**src/rtl/alu_exec_unit_pkg.sv**
```systemverilog
// Shared opcode, FSM state and writeback-enable types for the MiniAlu execute stage.
package alu_exec_unit_pkg;

  typedef enum logic [3:0] {
    OP_NOP  = 4'd0,
    OP_ADD  = 4'd1,
    OP_SUB  = 4'd2,
    OP_STO  = 4'd3,
    OP_BLE  = 4'd4,
    OP_JMP  = 4'd5,
    OP_LED  = 4'd6,
    OP_SMUL = 4'd7,
    OP_UMUL = 4'd8,
    OP_MAC  = 4'd9,
    OP_ACLR = 4'd10
  } aluOp_e;

  typedef enum logic [1:0] {
    IDLE = 2'd0,
    MUL  = 2'd1,
    DONE = 2'd2
  } fsmState_e;

  typedef struct packed {
    logic we;
    logic weHi;
    logic branch;
    logic led;
  } wbEnables_t;

endpackage

```
**src/rtl/alu_exec_unit_mul_seq_core.sv**
```systemverilog
// Radix-2 shift-add multiplier: unsigned magnitudes in, 2W-bit product after W steps.
module alu_exec_unit_mul_seq_core
#(
  parameter int unsigned DATA_WIDTH = 16
)
(
  input  logic                      Clock,
  input  logic                      Reset,
  input  logic                      start,
  input  logic [DATA_WIDTH-1:0]     multiplicand,
  input  logic [DATA_WIDTH-1:0]     multiplier,
  output logic [2*DATA_WIDTH-1:0]   product,
  output logic                      done_c
);

  localparam int unsigned W  = DATA_WIDTH;
  localparam int unsigned CW = $clog2(DATA_WIDTH);

  logic [CW-1:0] count;
  logic          busy;
  logic [W-1:0]  mcand;
  logic [W:0]    partial;

  // Upper half plus multiplicand when the current multiplier bit (product LSB) is set
  assign partial = {1'b0, product[2*W-1:W]} + ({1'b0, mcand} & {(W+1){product[0]}});
  assign done_c  = busy && (count == CW'(W - 1));

  always_ff @(posedge Clock) begin
    if (Reset) begin
      busy    <= 1'b0;
      count   <= '0;
      mcand   <= '0;
      product <= '0;
    end else if (start) begin
      busy    <= 1'b1;
      count   <= '0;
      mcand   <= multiplicand;
      product <= {W'(0), multiplier};
    end else if (busy) begin
      product <= {partial, product[W-1:1]};
      count   <= count + CW'(1);
      if (done_c) begin
        busy <= 1'b0;
      end
    end
  end

endmodule

```
**src/rtl/alu_exec_unit.sv**
```systemverilog
// MiniAlu execute stage: single-cycle ALU plus multi-cycle signed/unsigned multiply with stall handshake.
// Optional accumulator (MAC/ACLR opcodes) is built when ALU_MAC_EN is defined.
module alu_exec_unit
  import alu_exec_unit_pkg::*;
#(
  parameter int unsigned DATA_WIDTH = 16,
  parameter int unsigned ADDR_WIDTH = 8
)
(
  input  logic                  Clock,
  input  logic                  Reset,
  input  logic                  iValid,
  output logic                  oReady,
  input  logic [3:0]            iOperation,
  input  logic [ADDR_WIDTH-1:0] iDestination,
  input  logic [DATA_WIDTH-1:0] iOperandA,
  input  logic [DATA_WIDTH-1:0] iOperandB,
  input  logic [DATA_WIDTH-1:0] iImmediate,
  output logic                  oValid,
  output logic [DATA_WIDTH-1:0] oResultLo,
  output logic [DATA_WIDTH-1:0] oResultHi,
  output logic                  oWriteEnable,
  output logic                  oWriteHiEn,
  output logic                  oBranchTaken,
  output logic                  oLedEnable,
  output logic [ADDR_WIDTH-1:0] oDestination
);

  localparam int unsigned W  = DATA_WIDTH;
  localparam int unsigned PW = 2 * DATA_WIDTH;

  fsmState_e             state, nxtState;
  logic                  readyQ, nxtReady;
  logic                  validQ, nxtValid;
  wbEnables_t            enQ, nxtEn;
  logic [W-1:0]          loQ, nxtLo;
  logic [W-1:0]          hiQ, nxtHi;
  logic [ADDR_WIDTH-1:0] destQ, nxtDest;
  logic                  negQ, nxtNeg;
`ifdef ALU_MAC_EN
  logic                  macQ, nxtMac;
  logic [PW-1:0]         accQ, nxtAcc;
`endif

  logic                  signedMul;
  logic                  mulStart;
  logic                  mulDone;
  logic [W-1:0]          magA, magB;
  logic [PW-1:0]         product, signedProd;

`ifdef ALU_MAC_EN
  assign signedMul = (iOperation == OP_SMUL) || (iOperation == OP_MAC);
`else
  assign signedMul = (iOperation == OP_SMUL);
`endif

  // Signed ops feed magnitudes to the engine; -2^(W-1) maps to 2^(W-1), which still fits in W bits
  assign magA = (signedMul && iOperandA[W-1]) ? (~iOperandA + W'(1)) : iOperandA;
  assign magB = (signedMul && iOperandB[W-1]) ? (~iOperandB + W'(1)) : iOperandB;
  assign signedProd = negQ ? (~product + PW'(1)) : product;

  alu_exec_unit_mul_seq_core #(
    .DATA_WIDTH (DATA_WIDTH)
  ) u_mulCore (
    .Clock        (Clock),
    .Reset        (Reset),
    .start        (mulStart),
    .multiplicand (magA),
    .multiplier   (magB),
    .product      (product),
    .done_c       (mulDone)
  );

  // Next-state and next-output logic
  always_comb begin
    nxtState = state;
    nxtValid = 1'b0;
    nxtEn    = '0;
    nxtLo    = loQ;
    nxtHi    = hiQ;
    nxtDest  = destQ;
    nxtNeg   = negQ;
    mulStart = 1'b0;
`ifdef ALU_MAC_EN
    nxtMac   = macQ;
    nxtAcc   = accQ;
`endif

    case (state)
      IDLE: begin
        if (iValid) begin
          nxtDest  = iDestination;
          nxtValid = 1'b1;
          case (iOperation)
            OP_ADD: begin
              nxtEn.we = 1'b1;
              nxtLo    = iOperandA + iOperandB;
            end
            OP_SUB: begin
              nxtEn.we = 1'b1;
              nxtLo    = iOperandA - iOperandB;
            end
            OP_STO: begin
              nxtEn.we = 1'b1;
              nxtLo    = iImmediate;
            end
            OP_BLE:  nxtEn.branch = (iOperandA <= iOperandB);
            OP_JMP:  nxtEn.branch = 1'b1;
            OP_LED:  nxtEn.led    = 1'b1;
            OP_SMUL, OP_UMUL: begin
              nxtValid = 1'b0;
              mulStart = 1'b1;
              nxtState = MUL;
              nxtNeg   = signedMul && (iOperandA[W-1] ^ iOperandB[W-1]);
`ifdef ALU_MAC_EN
              nxtMac   = 1'b0;
`endif
            end
`ifdef ALU_MAC_EN
            OP_MAC: begin
              nxtValid = 1'b0;
              mulStart = 1'b1;
              nxtState = MUL;
              nxtNeg   = iOperandA[W-1] ^ iOperandB[W-1];
              nxtMac   = 1'b1;
            end
            OP_ACLR: nxtAcc = '0;
`endif
            default: ;
          endcase
        end
      end
      MUL: begin
        if (mulDone) begin
          nxtState = DONE;
        end
      end
      DONE: begin
        nxtState   = IDLE;
        nxtValid   = 1'b1;
        nxtEn.we   = 1'b1;
        nxtEn.weHi = 1'b1;
        {nxtHi, nxtLo} = signedProd;
`ifdef ALU_MAC_EN
        if (macQ) begin
          nxtAcc         = accQ + signedProd;
          {nxtHi, nxtLo} = accQ + signedProd;
        end
`endif
      end
      default: nxtState = IDLE;
    endcase

    nxtReady = (nxtState == IDLE);
  end

  // State and output registers
  always_ff @(posedge Clock) begin
    if (Reset) begin
      state  <= IDLE;
      readyQ <= 1'b1;
      validQ <= 1'b0;
      enQ    <= '0;
      loQ    <= '0;
      hiQ    <= '0;
      destQ  <= '0;
      negQ   <= 1'b0;
`ifdef ALU_MAC_EN
      macQ   <= 1'b0;
      accQ   <= '0;
`endif
    end else begin
      state  <= nxtState;
      readyQ <= nxtReady;
      validQ <= nxtValid;
      enQ    <= nxtEn;
      loQ    <= nxtLo;
      hiQ    <= nxtHi;
      destQ  <= nxtDest;
      negQ   <= nxtNeg;
`ifdef ALU_MAC_EN
      macQ   <= nxtMac;
      accQ   <= nxtAcc;
`endif
    end
  end

  assign oReady       = readyQ;
  assign oValid       = validQ;
  assign oResultLo    = loQ;
  assign oResultHi    = hiQ;
  assign oWriteEnable = enQ.we;
  assign oWriteHiEn   = enQ.weHi;
  assign oBranchTaken = enQ.branch;
  assign oLedEnable   = enQ.led;
  assign oDestination = destQ;

endmodule
```
**config.mk**
```make
export PLATFORM = sky130hd
export DESIGN_NAME = alu_exec_unit
export DESIGN_NICKNAME = d
export VERILOG_FILES = /design/src/rtl/alu_exec_unit_pkg.sv /design/src/rtl/alu_exec_unit_mul_seq_core.sv /design/src/rtl/alu_exec_unit.sv
export SDC_FILE = /design/constraint.sdc
export NUM_CORES = 1
export LEC_CHECK = 0
export ABC_AREA = 0
export CAP_MARGIN = 20
export CELL_PAD_IN_SITES_DETAIL_PLACEMENT = 0
export CELL_PAD_IN_SITES_GLOBAL_PLACEMENT = 2
export CORE_UTILIZATION = 33
export DETAILED_ROUTE_END_ITERATION = 7
export GPL_TIMING_DRIVEN = 1
export PLACE_DENSITY = 0.8
export SLEW_MARGIN = 20
export SYNTH_ARGS = -nofsm -noshare
export SYNTH_HDL_FRONTEND = slang
export SYNTH_SLANG_ARGS = --single-unit
```
**constraint.sdc**
```tcl
create_clock -name Clock -period 2.95 [get_ports Clock]
set_input_delay 0.59 -clock Clock [delete_from_list [all_inputs] [get_ports Clock]]
set_output_delay 0.59 -clock Clock [all_outputs]
set_load 0.01 [all_outputs]
```
==> impl_results.md <==
* Worst Path Arrival at between 3 and 4 ns
* H-tree levels at 3
* Post-CTS setup buffers at 0
* CTS Buf Count at 9
* Max Cap Viol at 0
* Final setup fails at 0
* Aggregate global routing overflow at 0
* Vias at 7,742
* Nets at between 1,000 and 1,500
* Yosys top cell area share at 26.75%
* Max VDD drop at 0.2957 mV
* Final min period at roughly 2.9 ns
* Most common cell in the netlist: nor2_1
* Clock Pin Slew Worst Setup and Hold Paths at roughly 0.08 ns
* Num ports at about 110
* Unique masters post-synth at 65
* Hpwl dp at 21.56 mm
* Total die area at around 24,000 um^2
* RSZ-0062 raised after global routing: true
* Synth top cells by count: nor2_1 (113), dfxtp_1 (102), nand2_1 (71)
* WL final at between 20 and 30 mm
* Post-synthesis cell area at roughly 7600 um^2
* Core Rows at 55
* Largest area contributor in the netlist: dfxtp_1
* Int Power at 2700 uW
* Sequential share of power at roughly 37%
* Asr flop ratio synth at 0%
* Total Routing Usage GR at 22.16%
* Setup_tns at 0 ns
* Initial DRC Count at about 510
* CTS tree: done
* Root buffer cell: clkbuf_16
* CP max stage delay at 0.55 ns
* Cell mode on critical path: buf_4
* Iteration count of the initial detailed-routing pass at 5
* Fraction of layout cells with a size suffix above 1 at a little under a fifth
* Worst-Margin Slew at around 0.64 ns
* CP cell instances: clkdlybuf4s50_1 -> ha_1 -> or4_1 -> o22ai_2 -> buf_4 -> nor4_1 -> o31a_1 -> nor3_2 -> buf_4 -> xnor2_1 -> o2bb2ai_1
* Worst Setup Start Kind: primary input
* Overall power at 3906 uW
* Run status: finished clean
* Sequential fraction of the synthesis area at a little over a quarter
* Crit path max-delay family: buffers and inverters
* Final Hold Viols at 0
* Largest cells by area after synthesis: dfxtp_1 (27%), ha_1 (8.5%), a211oi_1 (5.9%)
* #FFs+latches synth at 102
* FF/Latch Area at 2044 um^2
* Fin crit share at 97.57%
* Core Region at 22,640 um^2
* Crit. End Element: flop
* Area grow syn2layout at 37.75%
* Fin. max-slew vios at 0
* Switching power at approximately 1200 uW
* # DRC at 0
* Starting Density at 33.72%
* I/O Buffers at ~110
* # fillers at 2,303
* ANT cells at 0
* Mapped Cells at 977
* Relative slew slack at 57.10%
* Antenna violations before repair at 0
* Cts-stage hold buffer count at 0
* Clock Tree Buf Depth at 2
* Vias per cell at ~5.2
* Antenna Nets Post-Route at 0
* Skew final at about 0.013 ns
* Buf+Inv Stages, Crit Path at 3
* Vias in the first global route at approximately 7,400
* WL per Instance at between 15 and 20 um
* Pin count of the biggest net entering global routing at 41
* DIE HEIGHT at 154.1 um
* Data required, critical path at ~3.2 ns
* Max Freq at 347.4 MHz
* Wire length of the first global-routing pass at 40.88 mm
* Latest clock arrival within the worst-skew pair at approximately 0.36 ns
* Syn_nets at about 1,100
* Area of the multi-input gates at 5440 um^2
* Ys Warns at 0
* Syn Area/Cell at between 7 and 8 um^2
* Crit-path max FO at 3
* Sw Share at between 30% and 40%
* Clock Power Share at between 30% and 40%
* Power per Cell Area at roughly 370 nW/um^2
* Critical path class: in -> reg
* Ys flop type: dfxtp_1
* Pleak at roughly 0.0042 uW
* CP max-delay cell: or4_1
* EDFF count, synth at 0
* Die X at 154.1 um
* GP Congestion at about 0.9
* Clk sinks at 102
* Hold Crit Class: reg -> reg
* Combinational Power Share at 28.4%
-- worst min-delay path, stage by stage (launching register included) --
cell	delay [ns]
dfxtp_1	0.31
nand2_1	0.05
a21oi_1	0.05
-- stage by stage --
| stage | cells | worst slack, ns | hold WS [ns] | cell area [um^2] | utilization [%] |
|---|---|---|---|---|---|
| global route | 1476 | -0.02819 | 0.4682 | 10520 | 46.44 |
| finish | 1476 | 0.07161 | 0.4514 | 10520 | 46.44 |
| detailed placement | 1460 | -0.5663 | 0.4437 | 9978 | 44.07 |
| CTS | 1476 | 0.004622 | 0.4533 | 10370 | 45.79 |
| floorplan | 977 | 0.1765 | 0.4317 | 7634 | - |
| global placement | 1460 | -0.6253 | 0.4413 | 9978 | 44.07 |
-- layer usage --
layer,track usage (%),up-vias,routed length (um)
met3,3.157,31,1016
li1,-,3949,-
met4,6.333,0,521
met5,0,-,0
met2,35.76,149,11820
met1,30.53,3613,12920
-- logic make-up after synthesis --
group	count (synthesis)	share of synthesized area, %
AND/OR/NAND/NOR	331	21.08
AO/OA/AOI/OAI	283	25.00
flip-flops	102	26.75
buffers and inverters	95	4.688
XOR/XNOR	85	9.752
adder cells (fa/ha/maj)	55	9.310
multiplexers	26	3.426
-- repair_timing --
| item | 4_1_cts | 5_1_grt |
|---|---|---|
| pin swaps | 0 | 7 |
| gates resized for setup | 14 | 32 |
| setup endpoints to repair | 10 | 18 |
-- sequential cells by signal, summed over array words and instances (netlist names) --
signal             count
oBranchTaken           1
oValid                 1
oReady                 1
u_mulCore.count        4
u_mulCore.product     32
oResultHi             16
u_mulCore.mcand       16
negQ                   1
oLedEnable             1
u_mulCore.busy         1
oWriteEnable           1
oResultLo             16
oWriteHiEn             1
oDestination           8
state                  2
-- power groups by stage --
stage	clock network [uW]	registers [uW]	logic [uW]
finish	1340	1460	1110
global route	1420	1470	1200
CTS	1370	1460	1070
detailed placement	0	1490	1050
global placement	0	1490	1060
floorplan	0	1490	530
-- layout by cell type, fill, tap and decap left out, drive strengths merged, types with 4 or more instances in the layout --
| master | instances |
|---|---|
| o22ai | 5 |
| nand2b | 19 |
| clkbuf | 9 |
| nor2 | 113 |
| a21boi | 4 |
| ha | 52 |
| and3 | 4 |
| mux2i | 25 |
| clkdlybuf4s50 | 101 |
| or4 | 8 |
| buf | 148 |
| dlymetal6s2s | 4 |
| o41ai | 5 |
| and2 | 19 |
| a21oi | 64 |
| a211oi | 60 |
| o21ai | 53 |
| nor2b | 11 |
| or3 | 11 |
| o31ai | 18 |
| o21bai | 8 |
| xor2 | 37 |
| nand2 | 71 |
| dfxtp | 102 |
| o21a | 7 |
| nor3 | 27 |
| a31oi | 11 |
| o211ai | 6 |
| nand3b | 6 |
| nand3 | 13 |
| or2 | 5 |
| nand4 | 7 |
| a21o | 10 |
| a221oi | 7 |
| inv | 40 |
| a311oi | 6 |
| nor4 | 10 |
| xnor2 | 48 |
-- final cells by class --
| cell class | count | area share (%) |
|---|---|---|
| clock buffer | 9 | 2.142 |
| clock inverter | 7 | 1.011 |
| inverter | 38 | 1.356 |
| multi-input combinational | 780 | 51.74 |
| sequential | 102 | 19.44 |
| tap | 285 | 3.391 |
| timing repair buffer | 255 | 20.92 |
-- worst paths after layout --
check,start,endpoint,slack (ns),cells after the start
worst min-delay path,u_mulCore.mcand[15]$_SDFFE_PP0P_,u_mulCore.mcand[15]$_SDFFE_PP0P_,0.45,2
worst max register to register,u_mulCore.product[6]$_SDFFE_PP0P_,oResultHi[15]$_SDFFE_PP0P_,0.15,7
worst min register to register,u_mulCore.mcand[15]$_SDFFE_PP0P_,u_mulCore.mcand[15]$_SDFFE_PP0P_,0.45,2
worst max-delay path,iOperandA[4],oResultLo[15]$_SDFFE_PP0P_,0.07,11
Note: power is estimated with default switching activity, not from simulation.
